**config.mk**
```make
export PLATFORM = sky130hd
export DESIGN_NAME = regfile_wb_arbiter_flat
export DESIGN_NICKNAME = d
export VERILOG_FILES = /design/src/rtl/regfile_wb_arbiter_if.sv /design/src/rtl/regfile_wb_arbiter.sv /design/src/flat_wrapper.sv
export SDC_FILE = /design/constraint.sdc
export NUM_CORES = 1
export LEC_CHECK = 0
export ABC_AREA = 1
export CAP_MARGIN = 20
export CORE_MARGIN = 3
export CORE_UTILIZATION = 60
export CTS_CLUSTER_SIZE = 24
export DETAILED_ROUTE_END_ITERATION = 10
export DONT_BUFFER_PORTS = 1
export PLACE_DENSITY = 0.76
export SLEW_MARGIN = 5
export SYNTH_ARGS = -nofsm -noshare
export SYNTH_HDL_FRONTEND = slang
export SYNTH_SLANG_ARGS = --single-unit
```
**constraint.sdc**
```tcl
create_clock -name clk -period 1.9 [get_ports clk]
set_clock_uncertainty 0.2 [all_clocks]
set_input_delay 0.38 -clock clk [delete_from_list [all_inputs] [get_ports clk]]
set_output_delay 0.38 -clock clk [all_outputs]
set_load 0.01 [all_outputs]
```
**src/rtl/regfile_wb_arbiter_if.sv**
```systemverilog
// Write-port bundle between the writeback arbiter and its requesters/register file.
// Latency: none (wires only).
// Backpressure: a_ready/b_ready driven by the arbiter, requesters hold until accepted.
interface regfile_wb_arbiter_if #(
    parameter int XLEN = 64,
    parameter int NREG = 32
);
    localparam int RW = $clog2(NREG);

    logic            a_valid;
    logic            a_ready;
    logic [RW-1:0]   a_rd;
    logic [XLEN-1:0] a_data;

    logic            b_valid;
    logic            b_ready;
    logic [RW-1:0]   b_rd;
    logic [XLEN-1:0] b_data;

    logic            RegWrite;
    logic [RW-1:0]   RD;
    logic [XLEN-1:0] WriteData;
    logic            init_done;

    modport slave (
        input  a_valid, a_rd, a_data,
        input  b_valid, b_rd, b_data,
        output a_ready, b_ready,
        output RegWrite, RD, WriteData, init_done
    );

    modport master (
        output a_valid, a_rd, a_data,
        output b_valid, b_rd, b_data,
        input  a_ready, b_ready,
        input  RegWrite, RD, WriteData, init_done
    );
endinterface

```
**src/rtl/regfile_wb_arbiter.sv**
```systemverilog
// Owns the register-file write port: clears all registers after reset, then round-robins A/B writebacks.
// Latency: accept edge N -> RegWrite/RD/WriteData visible in cycle N+1.
// Backpressure: ready is combinational from valid; no buffering, ready low during INIT and reset.
module regfile_wb_arbiter #(
    parameter int              XLEN       = 64,
    parameter int              NREG       = 32,
    parameter logic [XLEN-1:0] INIT_VALUE = '0
) (
    input  logic clk,
    input  logic reset,
    regfile_wb_arbiter_if.slave bus
);
    localparam int   RW   = $clog2(NREG);
    localparam logic GR_A = 1'b0;
    localparam logic GR_B = 1'b1;

    typedef enum logic {ST_INIT, ST_RUN} state_t;

    state_t          state, state_nx;
    logic [RW-1:0]   idx, idx_nx;
    logic            last_grant, last_grant_nx;
    logic            reg_write_nx;
    logic [RW-1:0]   rd_nx;
    logic [XLEN-1:0] wdata_nx;
    logic            init_done_nx;
    logic            grant_a, grant_b;

    always_ff @(posedge clk) begin
        if (reset) begin
            state         <= ST_INIT;
            idx           <= '0;
            last_grant    <= GR_B;
            bus.RegWrite  <= 1'b0;
            bus.RD        <= '0;
            bus.WriteData <= '0;
            bus.init_done <= 1'b0;
        end else begin
            state         <= state_nx;
            idx           <= idx_nx;
            last_grant    <= last_grant_nx;
            bus.RegWrite  <= reg_write_nx;
            bus.RD        <= rd_nx;
            bus.WriteData <= wdata_nx;
            bus.init_done <= init_done_nx;
        end
    end

    always_comb begin
        state_nx      = state;
        idx_nx        = idx;
        last_grant_nx = last_grant;
        reg_write_nx  = 1'b0;
        rd_nx         = bus.RD;
        wdata_nx      = bus.WriteData;
        init_done_nx  = bus.init_done;
        grant_a       = 1'b0;
        grant_b       = 1'b0;

        case (state)
            ST_INIT: begin
                reg_write_nx = 1'b1;
                rd_nx        = idx;
                wdata_nx     = INIT_VALUE;
                idx_nx       = idx + RW'(1);
                if (idx == RW'(NREG - 1)) begin
                    state_nx     = ST_RUN;
                    init_done_nx = 1'b1;
                    idx_nx       = '0;
                end
            end
            ST_RUN: begin
                // On a tie the requester that did not win last time goes first.
                grant_a = !reset && bus.a_valid && (!bus.b_valid || last_grant == GR_B);
                grant_b = !reset && bus.b_valid && (!bus.a_valid || last_grant == GR_A);
                if (grant_a) begin
                    reg_write_nx  = (bus.a_rd != '0);
                    rd_nx         = bus.a_rd;
                    wdata_nx      = bus.a_data;
                    last_grant_nx = GR_A;
                end else if (grant_b) begin
                    reg_write_nx  = (bus.b_rd != '0);
                    rd_nx         = bus.b_rd;
                    wdata_nx      = bus.b_data;
                    last_grant_nx = GR_B;
                end
            end
        endcase
    end

    assign bus.a_ready = grant_a;
    assign bus.b_ready = grant_b;
endmodule

```
**src/flat_wrapper.sv**
```systemverilog
// flat-port wrapper written by rule: the top's interface ports become plain ports
module regfile_wb_arbiter_flat 
#(
    parameter int              XLEN       = 64,
    parameter int              NREG       = 32,
    parameter logic [XLEN-1:0] INIT_VALUE = '0
)
  (clk, reset, bus_a_valid, bus_a_rd, bus_a_data, bus_b_valid, bus_b_rd, bus_b_data, bus_a_ready, bus_b_ready, bus_RegWrite, bus_RD, bus_WriteData, bus_init_done);
  regfile_wb_arbiter_if #(.XLEN(XLEN), .NREG(NREG)) bus_i ();
  input  logic clk;
  input  logic reset;
  input wire logic [$bits(bus_i.a_valid)-1:0] bus_a_valid;
  input wire logic [$bits(bus_i.a_rd)-1:0] bus_a_rd;
  input wire logic [$bits(bus_i.a_data)-1:0] bus_a_data;
  input wire logic [$bits(bus_i.b_valid)-1:0] bus_b_valid;
  input wire logic [$bits(bus_i.b_rd)-1:0] bus_b_rd;
  input wire logic [$bits(bus_i.b_data)-1:0] bus_b_data;
  output wire logic [$bits(bus_i.a_ready)-1:0] bus_a_ready;
  output wire logic [$bits(bus_i.b_ready)-1:0] bus_b_ready;
  output wire logic [$bits(bus_i.RegWrite)-1:0] bus_RegWrite;
  output wire logic [$bits(bus_i.RD)-1:0] bus_RD;
  output wire logic [$bits(bus_i.WriteData)-1:0] bus_WriteData;
  output wire logic [$bits(bus_i.init_done)-1:0] bus_init_done;
  assign bus_i.a_valid = bus_a_valid;
  assign bus_i.a_rd = bus_a_rd;
  assign bus_i.a_data = bus_a_data;
  assign bus_i.b_valid = bus_b_valid;
  assign bus_i.b_rd = bus_b_rd;
  assign bus_i.b_data = bus_b_data;
  assign bus_a_ready = bus_i.a_ready;
  assign bus_b_ready = bus_i.b_ready;
  assign bus_RegWrite = bus_i.RegWrite;
  assign bus_RD = bus_i.RD;
  assign bus_WriteData = bus_i.WriteData;
  assign bus_init_done = bus_i.init_done;
  regfile_wb_arbiter #(.XLEN(XLEN), .NREG(NREG), .INIT_VALUE(INIT_VALUE)) u_core (.clk(clk), .reset(reset), .bus(bus_i));
endmodule
```
# Word level (Yosys, flattened, before mapping)
# Index checks and enable logic that the tools add are counted.
totals:
  out_inout_bits: 73
  regBits: 78
  in_bits: 142
  word_cells: 42
op_classes:
  reduce_logical: 14
  mux: 16
  eq_ne: 2
  bitwise: 2
  n_addsub: 1
ops:
  columns: ["op", "n"]
  rows:
  - ["64-bit two-way mux", 2]
  - ["64-bit case mux with 2 select lines", 1]
  - ["5-bit two-way mux", 3]
  - ["5-bit case mux with 2 select lines", 1]
  - ["5-bit nonzero test", 2]
  - ["1-bit two-way mux", 8]
  - ["5-bit by 1-bit adder with 5-bit output, second input constant", 1]
  - ["5-bit equality test, second input constant", 1]
  - ["1-bit logical AND", 4]
  - ["2-bit AND reduction", 2]
  - ["1-bit zero test", 3]
  - ["3-bit != test, second input constant", 1]
  - ["1-bit logical OR", 2]
  - ["1-bit inverter", 2]
  - ["1-bit case mux with 2 select lines", 1]
  - ["2-bit nonzero test", 1]

# Depth between registers and ports, before layout
# Gate-level depths: netlist of run 1.
depth:
  ltp_word: 6
  mapped_depth: 10

# Worst setup path before layout of run 1
# OpenSTA, ideal clock, no wires.
synth_timing:
  kind: "in2reg"
  startpoint: "input port reset"
  endpoint: "register u_core.bus.RD[3]"
  setup_slack_ps: 299
  stages: 9
  arrival_ps: 1273
  n_path_buf: 3
  path_cell_list: "buf_6 > nor2_8 > nand2_2 > buf_4 > buf_2 > nand4_1 > nand2_1 > nor2_1 > nor2_1"
synth_via:
  elab_chain_len: 5
  word_cells_on_any_way: 8
  classes_between: "eq/ne: 1; mux: 2; reduce/logical: 5"
synth_lines:
  columns: ["element", "line", "text"]
  rows:
  - ["from (decl)", "flat_wrapper.sv:11", "input logic reset;"]
  - ["1-bit zero test", "regfile_wb_arbiter.sv:73, regfile_wb_arbiter.sv:74", null]
  - ["1-bit logical AND (2 in a row)", "regfile_wb_arbiter.sv:73", "grant_a = !reset && bus.a_valid && (!bus.b_valid || last_grant == GR_B);"]
  - ["5-bit two-way mux", "regfile_wb_arbiter.sv:75", "if (grant_a) begin"]
  - ["5-bit case mux with 2 select lines", "regfile_wb_arbiter.sv:59", "case (state)"]
  - ["to (signal assigned)", "regfile_wb_arbiter.sv:42", "bus.RD <= rd_nx;"]
  - ["to (decl)", "regfile_wb_arbiter_if.sv:29", "output RegWrite, RD, WriteData, init_done"]
# Several ways; a longest one is shown, not always the timed one.
# A chain may end at the register's enable or synchronous reset.

# Final worst setup path of run 1
layout_timing:
  startpoint: "register u_core.last_grant"
  endpoint: "output port bus_a_ready"
layout_via:
  elab_chain_len: 3
layout_lines:
  columns: ["element", "line", "text"]
  rows:
  - ["from (decl)", "regfile_wb_arbiter.sv:21", "logic last_grant, last_grant_nx;"]
  - ["from (signal assigned)", "regfile_wb_arbiter.sv:40", "last_grant <= last_grant_nx;"]
  - ["1-bit logical OR", "regfile_wb_arbiter.sv:73", null]
  - ["1-bit logical AND", "regfile_wb_arbiter.sv:73", null]
  - ["1-bit two-way mux", "regfile_wb_arbiter.sv:59", null]
  - ["to (decl)", "flat_wrapper.sv:18", "output wire logic [$bits(bus_i.a_ready)-1:0] bus_a_ready;"]
# Every way passes these cells.

==> results.sh, run 1 <==
export IMPL_status="finished with violations"
export IMPL_failed_checks="hold timing"
export IMPL_synth_compound_area_share_pct=10.2
export IMPL_clk_pin_slew_worst_paths_ps=80
export IMPL_clk_latency_ps=330
export IMPL_final_cells=667
export IMPL_routed_via_density=5.39
export IMPL_cts_resized=0
export IMPL_syn_inst=606
export IMPL_netlist_area_um2=3910
export IMPL_cp_num_buf_inv=2
export IMPL_place_gp_congestion=0.837
export IMPL_drive_gt1_share_pct=8.78
export IMPL_path_cells="inv_1 -> nand2_2 -> nand3_1 -> inv_1"
export IMPL_path_delay_family="flip-flops"
export IMPL_synth_distinct_cells=25
export IMPL_ys_seq_area_share_pct=40.0
export IMPL_holdWs_ps=-90.5
export IMPL_hold_path_class="input port to flip-flop"
export IMPL_crit_top_cell="inv_1"
export IMPL_postCtsSetupRepairBufs=0
export IMPL_grtUsageTotal_pct=25.0
export IMPL_crit_slowest_cell="dfxtp_1"
export IMPL_grt_ovfl_total=0
export IMPL_yosys_area_share_simple_pct=40.6
export IMPL_synth_top_family_by_area="simple AND/OR/NAND/NOR gates"
export IMPL_n_fill_cell=565
export IMPL_dr_pass1_iters=4
export IMPL_drt_iter0_drc=194
export IMPL_end_kind="primary output"
export IMPL_power_density_nw_per_um2=769
export IMPL_multi_input_area_um2=2010
export IMPL_clock_tree_htree_level_count=3
export IMPL_initial_core_util_pct=64.1
export IMPL_rrSetupSlack_ps=220
export IMPL_core_rowCount=28
export IMPL_regArea_um2=1560
export IMPL_drt_wl_total_um=9880
export IMPL_yosys_warnings=0
export IMPL_cp_start_kind="flip-flop"
export IMPL_synth_fa_ha_area_share_pct=0.640
export IMPL_period_share_pct=89.4
export IMPL_hold_violations=68
export IMPL_dp_cells=652
export IMPL_antenna_found_initial=0
export IMPL_setup_worst_path_class="flip-flop to primary output"
export IMPL_fp_dieH_um=86.7
export IMPL_peakVddDrop_mv=0.506
export IMPL_vias=3598
export IMPL_finalNetCount=732
export IMPL_synth_nets=750
export IMPL_grt_max_degree=71
export IMPL_finalMaxSlewViolations=0
export IMPL_io_pins=215
export IMPL_drc=0
export IMPL_rsz0062_at_grt="false"
export IMPL_tritoncts="done"
export IMPL_core_um2=6100
export IMPL_maxCapViolCount=0
export IMPL_worst_pin_slew_ps=249
export IMPL_p_leak_nw=1.79
export IMPL_cts_root_buf="clkbuf_8"
export IMPL_muxShareOfSynthArea_pct=0
export IMPL_setup_violations=0
export IMPL_fin_tns_setup_ps=0
export IMPL_die_width_um=86.7
export IMPL_grt_pass1_vias=3122
export IMPL_n_antenna_cell=0
export IMPL_numCtsBuffers=9
export IMPL_place_port_buffers=0
export IMPL_synth_ff_latch_count=78
export IMPL_synth_avg_cell_area_um2=6.45
export IMPL_fmaxAchievable_mhz=589
export IMPL_period_needed_ps=1700
export IMPL_drtAntennaViolNets=0
export IMPL_synth_xor_area_share_pct=0
export IMPL_clock_path_buffers=2
export IMPL_numClockSinks=78
export IMPL_wl_per_cell_um=14.8
export IMPL_cp_slowest_stage_delay_ps=340
export IMPL_cp_max_fo=7
export IMPL_arrival_ps=1120
export IMPL_die_area_um2=7520
export IMPL_grt_pass1_wl_um=15200
export IMPL_crit_required_ps=1320
export IMPL_relSlewSlack_pct=83.4
export IMPL_dpl_hpwl_um=7150
export IMPL_syn2layout_area_growth_pct=5.28
## cell usage in the layout, fill, tap and decap left out, types with 6 or more instances in the layout
master,n
a21oi_1,56
a21oi_2,10
buf_12,7
clkbuf_8,12
dfxtp_1,78
inv_1,18
nand2_1,339
nand2_2,12
nand3_1,13
nand4_1,6
nor2_1,16
nor3_1,7
## per-stage QoR
step	util [%]	area, um^2	setup WS (ps)	total power, mW
6_report	67.5	4110	201	3.16
5_1_grt	67.5	4110	59.9	3.30
4_1_cts	67.5	4110	183	3.19
3_5_place_dp	64.1	3910	192	1.93
3_3_place_gp	64.1	3910	235	1.92
2_1_floorplan	-	3910	299	1.91
## synth_stat cells
library cell    n  area, um^2
o211ai_1        1        7.51
buf_4           8        60.1
nand2_1       339        1270
nor2_8          1        20.0
nor3_1          7        35.0
dfxtp_1        78        1560
nand3_2         1        10.0
clkbuf_1        9        33.8
a21oi_1        56         280
nand2_2        12        75.1
inv_2           1        3.75
inv_1          18        67.6
nor2_4          1        11.3
buf_8           1        15.0
ha_1            2        25.0
o21ai_0         2        10.0
nand4_1         6        37.5
nand3_1        13        65.1
buf_2          14        70.1
inv_4           1        6.26
a21o_1          1        7.51
buf_6           7        78.8
a31oi_1         1        6.26
a21oi_2        10        87.6
nor2_1         16        60.1
## layer usage
layer	GRT usage, %	routed length [um]	vias to the layer above	share of wire, %
met5	0	0	-	0
met4	10.5	159	0	1.6
met3	6.46	986	13	10
met2	42.5	5010	159	51
met1	30.0	3730	1581	38
li1	-	-	1845	-
## logic make-up after synthesis
kind of cell / after synthesis
buffers and inverters: 59
adder cells (fa/ha/maj): 2
flip-flops: 78
AND/OR/NAND/NOR: 396
AO/OA/AOI/OAI: 71
## power breakdown
part	leakage [nW]	total (mW)	internal, mW	switching, mW
registers	0.629	1.66	1.64	0.0119
logic	1.05	0.233	0.0893	0.144
clock network	0.104	1.28	0.706	0.570
total	1.79	3.16	2.44	0.726
## worst register-to-register path: stages, from the launching register on
cell and delay, ps:
dfxtp_1 320, inv_1 80, nand2_2 110, nand2_2 150, nand2_2 80, nor2_4 200, buf_12 220, nand2_1 90
a21oi_1 160
## worst paths after layout
path / from / depth (start not counted) / endpoint
setup / recovery: u_core.last_grant$_SDFFE_PP1P_ / 4 / bus_a_ready
hold / removal: reset / 1 / u_core.bus.WriteData[41]$_SDFFE_PP0P_
setup reg to reg: u_core.last_grant$_SDFFE_PP1P_ / 8 / u_core.bus.WriteData[1]$_SDFFE_PP0P_
hold reg to reg: u_core.bus.WriteData[41]$_SDFFE_PP0P_ / 2 / u_core.bus.WriteData[41]$_SDFFE_PP0P_
## cell type report
class                           count  area share [%]
Timing Repair Buffer               10            3.95
Sequential cell                    78            38.0
Tap cell                           75            2.28
Multi-Input combinational cell    469            48.9
Inverter                           20            1.89
Clock buffer                       12            4.01
Clock inverter                      3            1.03
## flip-flops by register name, indices dropped and copies added, names as in the netlist
signal	cells
u_core.bus.RD	5
u_core.bus.RegWrite	1
u_core.bus.WriteData	64
u_core.bus.init_done	1
u_core.idx	5
u_core.last_grant	1
u_core.state	1
(Power assumes the default switching activity.)
==> run 2: changes to the inputs <==
--- a/config.mk
+++ b/config.mk
@@ -5,14 +5,14 @@
 export SDC_FILE = /design/constraint.sdc
 export NUM_CORES = 1
 export LEC_CHECK = 0
-export ABC_AREA = 1
+export ABC_AREA = 0
 export CAP_MARGIN = 20
-export CORE_MARGIN = 3
-export CORE_UTILIZATION = 60
+export CORE_AREA = 3 3 81 83
 export CTS_CLUSTER_SIZE = 24
 export DETAILED_ROUTE_END_ITERATION = 10
+export DIE_AREA = 0 0 84 86
 export DONT_BUFFER_PORTS = 1
-export PLACE_DENSITY = 0.76
+export PLACE_DENSITY = 0.71
 export SLEW_MARGIN = 5
 export SYNTH_ARGS = -nofsm -noshare
 export SYNTH_HDL_FRONTEND = slang
==> run 2 against run 1 <==
Effect of this change:
- the flow now finishes without violations
- wire length is 21% lower
- critical path depth is 1 lower
- register-to-register slack worse by 70 ps
- flip-flop and latch count stayed put
- sequential power hardly changed
- combinational power is 24% lower
- clock power is 12% higher
- synthesized cell count is 40% lower
- design area is 12% lower
- critical endpoint unchanged
==> results.sh, run 2 <==
export IMPL_status="finished clean"
export IMPL_fp_dieH_um=86
export IMPL_finalMaxSlewViolations=0
export IMPL_n_antenna_cell=0
export IMPL_dp_cells=418
export IMPL_period_needed_ps=1820
export IMPL_drive_gt1_share_pct=8.64
export IMPL_numClockSinks=78
export IMPL_grt_ovfl_total=0
export IMPL_vias=2517
export IMPL_place_port_buffers=0
export IMPL_netlist_top_cells_count="dfxtp_1 (78), mux2i_1 (69), nand2_1 (68)"
export IMPL_clock_path_buffers=2
export IMPL_crit_required_ps=1320
export IMPL_syn2layout_area_growth_pct=8.64
export IMPL_largest_reg_flops=64
export IMPL_finalNetCount=499
export IMPL_finalPower_mw=3.28
export IMPL_place_gp_congestion=0.899
export IMPL_p_leak_nw=1.32
export IMPL_initial_core_util_pct=56.5
export IMPL_cp_start_kind="flip-flop"
export IMPL_core_um2=5920
export IMPL_final_cell_mix="dfxtp_1 (77), mux2i_1 (69), nand2_1 (68)"
export IMPL_netlist_area_um2=3350
export IMPL_worst_pin_slew_ps=514
export IMPL_synth_avg_cell_area_um2=9.27
export IMPL_dp_slack_ps=143
export IMPL_synth_nets=505
export IMPL_crit_slowest_cell="dfxtp_2"
export IMPL_drt_wl_total_um=7830
export IMPL_ys_flop_type="dfxtp_1"
export IMPL_max_flop_register="u_core.bus.WriteData"
export IMPL_relSlewSlack_pct=65.6
export IMPL_wl_per_cell_um=18.0
export IMPL_final_cells=434
export IMPL_grtUsageTotal_pct=20.5
export IMPL_fmaxAchievable_mhz=549
export IMPL_synth_most_common_cell="dfxtp_1"
export IMPL_drt_iter0_drc=61
export IMPL_hold_path_class="input port to flip-flop"
export IMPL_antenna_found_initial=0
export IMPL_drc=0
export IMPL_path_cells="and2b_2 -> nor3_2 -> buf_4"
export IMPL_core_rowCount=28
export IMPL_hold_violations=0
export IMPL_setup_worst_path_class="flip-flop to primary output"
export IMPL_async_flop_share_pct=0
export IMPL_reg2reg_to="u_core.bus.WriteData[2]$_SDFFE_PP0P_"
export IMPL_yosys_warnings=0
export IMPL_die_area_um2=7220
export IMPL_grt_max_degree=65
export IMPL_critPathCapture="bus_a_ready"
export IMPL_cp_startpoint="u_core.last_grant$_SDFFE_PP1P_"
export IMPL_tritoncts="done"
export IMPL_clk_pin_slew_worst_paths_ps=70
export IMPL_dpl_hpwl_um=5940
export IMPL_power_density_nw_per_um2=901
export IMPL_die_width_um=84
export IMPL_drtAntennaViolNets=0
export IMPL_r2r_start="u_core.state$_SDFF_PP0_"
export IMPL_syn_inst=361
export IMPL_setup_violations=0
export IMPL_largestRegisters="u_core.bus.WriteData (64), u_core.bus.RD (5), u_core.idx (5)"
export IMPL_layout_commonest_cell="dfxtp_1"
export IMPL_grt_pass1_wl_um=11900
export IMPL_cp_max_fo=4
export IMPL_r2r_cells=4
export IMPL_clock_tree_htree_level_count=3
export IMPL_io_pins=215
export IMPL_routed_via_density=5.80
export IMPL_ys_seq_area_share_pct=46.7
export IMPL_grt_pass1_vias=2406
export IMPL_cp_slowest_stage_delay_ps=350
export IMPL_peakVddDrop_mv=0.466
export IMPL_layout_setup_ws_ps=80.0
export IMPL_synth_area_leader_cell="dfxtp_1"
export IMPL_numCtsBuffers=9
export IMPL_rrSetupSlack_ps=150
export IMPL_synth_distinct_cells=33
export IMPL_end_kind="primary output"
export IMPL_period_share_pct=95.8
export IMPL_synth_edf_count=0
export IMPL_synth_area_leaders="dfxtp_1 (47%), mux2i_1 (21%), nand2_1 (7.6%), o21ai_0 (6.4%), o21ai_1 (3.9%)"
export IMPL_synth_ff_latch_count=78
export IMPL_arrival_ps=1240
export IMPL_yosys_area_top_type_share_pct=46.7
export IMPL_cts_root_buf="clkbuf_8"
export IMPL_clk_latency_ps=330
export IMPL_maxCapViolCount=0
export IMPL_dr_pass1_iters=4
==> run 2: area by class of cell <==
cell class | count | area, um^2
Inverter | 1 | 3.75
Fill cell | 523 | 2290
Sequential cell | 78 | 1560
Timing Repair Buffer | 8 | 113
Clock buffer | 11 | 141
Clock inverter | 4 | 95.1
Tap cell | 75 | 93.8
Multi-Input combinational cell | 257 | 1630
==> run 2: through the flow <==
| stage | hold slack (ps) | area [um^2] | TNS, ps | utilization, % |
|---|---|---|---|---|
| 2_1_floorplan | 273 | 3350 | 0 | - |
| 3_3_place_gp | 254 | 3380 | 0 | 57.1 |
| 3_5_place_dp | 253 | 3380 | 0 | 57.1 |
| 4_1_cts | 0.765 | 3630 | 0 | 61.3 |
| 5_1_grt | 16.6 | 3630 | -6.01 | 61.4 |
| 6_report | 13.4 | 3630 | 0 | 61.4 |
==> run 2: how the worst min path moves through the flow <==
stage                                          start                                    end  slack, ps  cells past startpoint
2_1_floorplan  u_core.bus.WriteData[26]$_SDFFE_PP0P_  u_core.bus.WriteData[26]$_SDFFE_PP0P_        270                      2
3_3_place_gp                                   reset             u_core.idx[3]$_SDFFE_PP0N_        250                      1
3_5_place_dp                                   reset         u_core.bus.RegWrite$_SDFF_PP0_        250                      1
4_1_cts                                  bus_a_rd[4]          u_core.bus.RD[4]$_SDFFE_PP0P_        0.8                      2
5_1_grt                               bus_b_data[18]  u_core.bus.WriteData[18]$_SDFFE_PP0P_         20                      2
6_report                                 bus_a_rd[4]          u_core.bus.RD[4]$_SDFFE_PP0P_         10                      2
==> run 2: metal layers <==
metal / track usage [%] / wire [um] / vias up
met5: 0 / 0 / -
met4: 9.36 / 178 / 0
met3: 7.30 / 711 / 14
met2: 35.9 / 4080 / 121
met1: 22.2 / 2860 / 1137
li1: - / - / 1245
==> run 2: logic make-up (layout without fill, tap and decap cells) <==
| group | Yosys count | in the layout | synth area share (%) |
|---|---|---|---|
| adders and majority gates | 2 | 2 | 0.748 |
| muxes | 69 | 69 | 20.6 |
| DFF | 78 | 78 | 46.7 |
| and+or+nand+nor | 98 | 98 | 13.1 |
| buffers and inverters | 26 | 24 | 4.97 |
| AOI/OAI and AO/OA | 88 | 88 | 13.8 |
==> run 2: where the power goes <==
group / switching, mW / internal [mW]
registers: 0.0131 / 1.64
clock network: 0.542 / 0.900
logic: 0.0840 / 0.0916
total: 0.640 / 2.64
==> run 2: repair_timing <==
| action | 4_1_cts | 5_1_grt |
|---|---|---|
| hold buffers | 1 | 0 |
| gates resized for setup | 2 | 1 |
| setup buffers | 0 | 0 |
| setup endpoints to repair | 1 | 1 |
| hold endpoints to repair | 14 | 0 |
==> run 2: worst max-delay path: cells and delay by family, from the launching register on <==
| family | cells | cell delay [ps] |
|---|---|---|
| and+or+nand+nor | 2 | 420 |
| buffers and inverters | 1 | 150 |
| DFF | 1 | 350 |
==> run 3: changes to the inputs <==
==> constraint.sdc (replaced) <==
create_clock -name clk -period 1.9 [get_ports clk]
set_clock_uncertainty 0.2 [all_clocks]
set_input_delay 0.38 -clock clk [delete_from_list [all_inputs] [get_ports clk]]
set_output_delay 0.38 -clock clk [all_outputs]
set_load 0.005 [all_outputs]
==> run 3 against run 2 <==
Effect of this change:
- design area grew 0.86%
- highest routed layer unchanged
- hold slack gained 1.8 ps
- fmax about the same
- combinational power increased by 6%
- cell count up 1.2%
- sequential share of layout area down 0.40 points
- clock-buffer cell count fell by 1
- global-route usage up 1.5 points
- clock power shrank 8%
- via count rose by 3.2%
- sequential power is essentially flat
==> results.sh, run 3 (synthesis gave the netlist of run 2 again) <==
export IMPL_dr_pass1_iters=4
export IMPL_cp_max_fo=4
export IMPL_n_fill_cell=518
export IMPL_power_frac_comb_pct=5.8
export IMPL_setup_violations=0
export IMPL_hold_path_class="input port to flip-flop"
export IMPL_power_density_nw_per_um2=866
export IMPL_clk_latency_ps=340
export IMPL_clock_path_buffers=2
export IMPL_syn2layout_area_growth_pct=9.57
export IMPL_finalCoreUtilization_pct=61.9
export IMPL_holdWs_ps=15.2
export IMPL_swShare_pct=21.1
export IMPL_io_pins=215
export IMPL_drt_wl_total_um=8200
export IMPL_crit_required_ps=1320
export IMPL_period_needed_ps=1820
export IMPL_core_um2=5920
export IMPL_drt_iter0_drc=90
export IMPL_core_rowCount=28
export IMPL_vias=2598
export IMPL_wl_per_cell_um=18.7
export IMPL_numCtsBuffers=9
export IMPL_cts_root_buf="clkbuf_8"
export IMPL_n_antenna_cell=0
export IMPL_routed_via_density=5.92
export IMPL_relSlewSlack_pct=63.0
export IMPL_postCtsSetupRepairBufs=0
export IMPL_max_flop_register="u_core.bus.WriteData"
export IMPL_place_gp_congestion=0.872
export IMPL_crit_slowest_cell="dfxtp_1"
export IMPL_multi_input_area_um2=1620
export IMPL_finalPower_mw=3.17
export IMPL_pwr_share_seq_pct=52.2
export IMPL_grtUsageTotal_pct=21.9
export IMPL_fmaxAchievable_mhz=550
export IMPL_maxCapViolCount=0
export IMPL_cp_start_kind="flip-flop"
export IMPL_grt_pass1_wl_um=12600
export IMPL_p_sw_uw=671
export IMPL_peakVddDrop_mv=0.557
export IMPL_grt_max_degree=65
export IMPL_place_port_buffers=0
export IMPL_drc=0
export IMPL_path_cells="and2b_1 -> nor3_2"
export IMPL_rsz0062_at_grt="false"
export IMPL_p_leak_nw=1.32
export IMPL_path_delay_family="simple AND/OR/NAND/NOR gates"
export IMPL_status="finished clean"
export IMPL_drive_gt1_share_pct=7.97
export IMPL_finalNetCount=505
export IMPL_largest_reg_flops=64
export IMPL_intPower_mw=2.50
export IMPL_end_kind="primary output"
export IMPL_numClockSinks=78
export IMPL_tritoncts="done"
export IMPL_grt_pass1_vias=2450
export IMPL_antenna_found_initial=0
export IMPL_power_share_clock_pct=42.0
export IMPL_largestRegisters="u_core.bus.WriteData (64), u_core.bus.RD (5), u_core.idx (5)"
export IMPL_layout_commonest_cell="dfxtp_1"
export IMPL_period_share_pct=95.7
export IMPL_grt_ovfl_total=0
export IMPL_drtAntennaViolNets=0
export IMPL_clk_pin_slew_worst_paths_ps=80
export IMPL_worst_pin_slew_ps=552
export IMPL_fp_dieH_um=86
export IMPL_final_cell_mix="dfxtp_1 (78), mux2i_1 (69), nand2_1 (68)"
export IMPL_die_area_um2=7220
export IMPL_initial_core_util_pct=56.5
export IMPL_fin_tns_setup_ps=0
export IMPL_regArea_um2=1560
export IMPL_clock_tree_htree_level_count=3
export IMPL_finalMaxSlewViolations=0
export IMPL_setup_worst_path_class="flip-flop to primary output"
export IMPL_arrival_ps=1240
export IMPL_dpl_hpwl_um=6020
export IMPL_cp_num_buf_inv=0
export IMPL_die_width_um=84
export IMPL_cp_slowest_stage_delay_ps=370
export IMPL_hold_violations=0
## run 3: cell types whose count changed in the layout (fill, tap and decap cells not counted), sizes merged
| cell | before | now |
|---|---|---|
| clkbuf | 11 | 10 |
| dlygate4sd3 | 1 | 7 |
| clkinvlp | 0 | 1 |
| bufinv | 3 | 2 |
## run 3: final cells by class
| type | count | area share, % |
|---|---|---|
| well taps | 75 | 2.56 |
| flip-flops and latches | 78 | 42.6 |
| clock buffers | 10 | 3.75 |
| repair buffers | 14 | 4.71 |
| inverters | 1 | 0.102 |
| clock inverters | 4 | 1.98 |
| multi-input cells | 257 | 44.3 |
## run 3: through the flow
stage	worst slack (ps)	instances	cell area [um^2]
2_1_floorplan	126	361	3350
4_1_cts	65.1	439	3670
5_1_grt	13.9	439	3670
3_3_place_gp	219	418	3380
6_report	81.5	439	3670
3_5_place_dp	165	418	3380
## run 3: final timing paths
kind                                                       startpoint                                     to  slack, ps  cells after the start
worst max-delay path                   u_core.last_grant$_SDFFE_PP1P_                            bus_a_ready         80                      2
worst min register to register  u_core.bus.WriteData[28]$_SDFFE_PP0P_  u_core.bus.WriteData[28]$_SDFFE_PP0P_        270                      2
worst max register to register         u_core.last_grant$_SDFFE_PP1P_  u_core.bus.WriteData[62]$_SDFFE_PP0P_        130                      5
worst min-delay path                                   bus_b_data[17]  u_core.bus.WriteData[17]$_SDFFE_PP0P_         20                      2
## run 3: power groups by stage
| stage | Combinational [mW] | Sequential, mW | Clock, mW |
|---|---|---|---|
| after floorplan | 0.159 | 1.69 | 0 |
| after detailed placement | 0.170 | 1.69 | 0 |
| after global placement | 0.166 | 1.69 | 0 |
| after global routing | 0.204 | 1.66 | 1.43 |
| after CTS | 0.186 | 1.65 | 1.36 |
| final | 0.186 | 1.65 | 1.33 |
## run 3: timing repair
| action | CTS | global route |
|---|---|---|
| endpoints found under the hold margin | 17 | 0 |
| hold buffers | 7 | 0 |
| endpoints found under the setup margin | 1 | 0 |
| gates resized for setup | 1 | 0 |
## run 3: layer usage
| metal | global-route usage [%] | wire, um | up-vias | share of wire, % |
|---|---|---|---|---|
| met2 | 38.6 | 4330 | 126 | 53 |
| li1 | - | - | 1258 | - |
| met5 | 0 | 0 | - | 0 |
| met3 | 6.82 | 696 | 16 | 8.5 |
| met4 | 9.21 | 163 | 0 | 2.0 |
| met1 | 24.7 | 3010 | 1198 | 37 |
## run 3: worst register-to-register path, stage by stage, from the launching register on
cell and delay [ps]:
dfxtp_1 370, and2b_1 260, nor2_4 190, buf_12 250
mux2i_1 290, o21ai_0 100
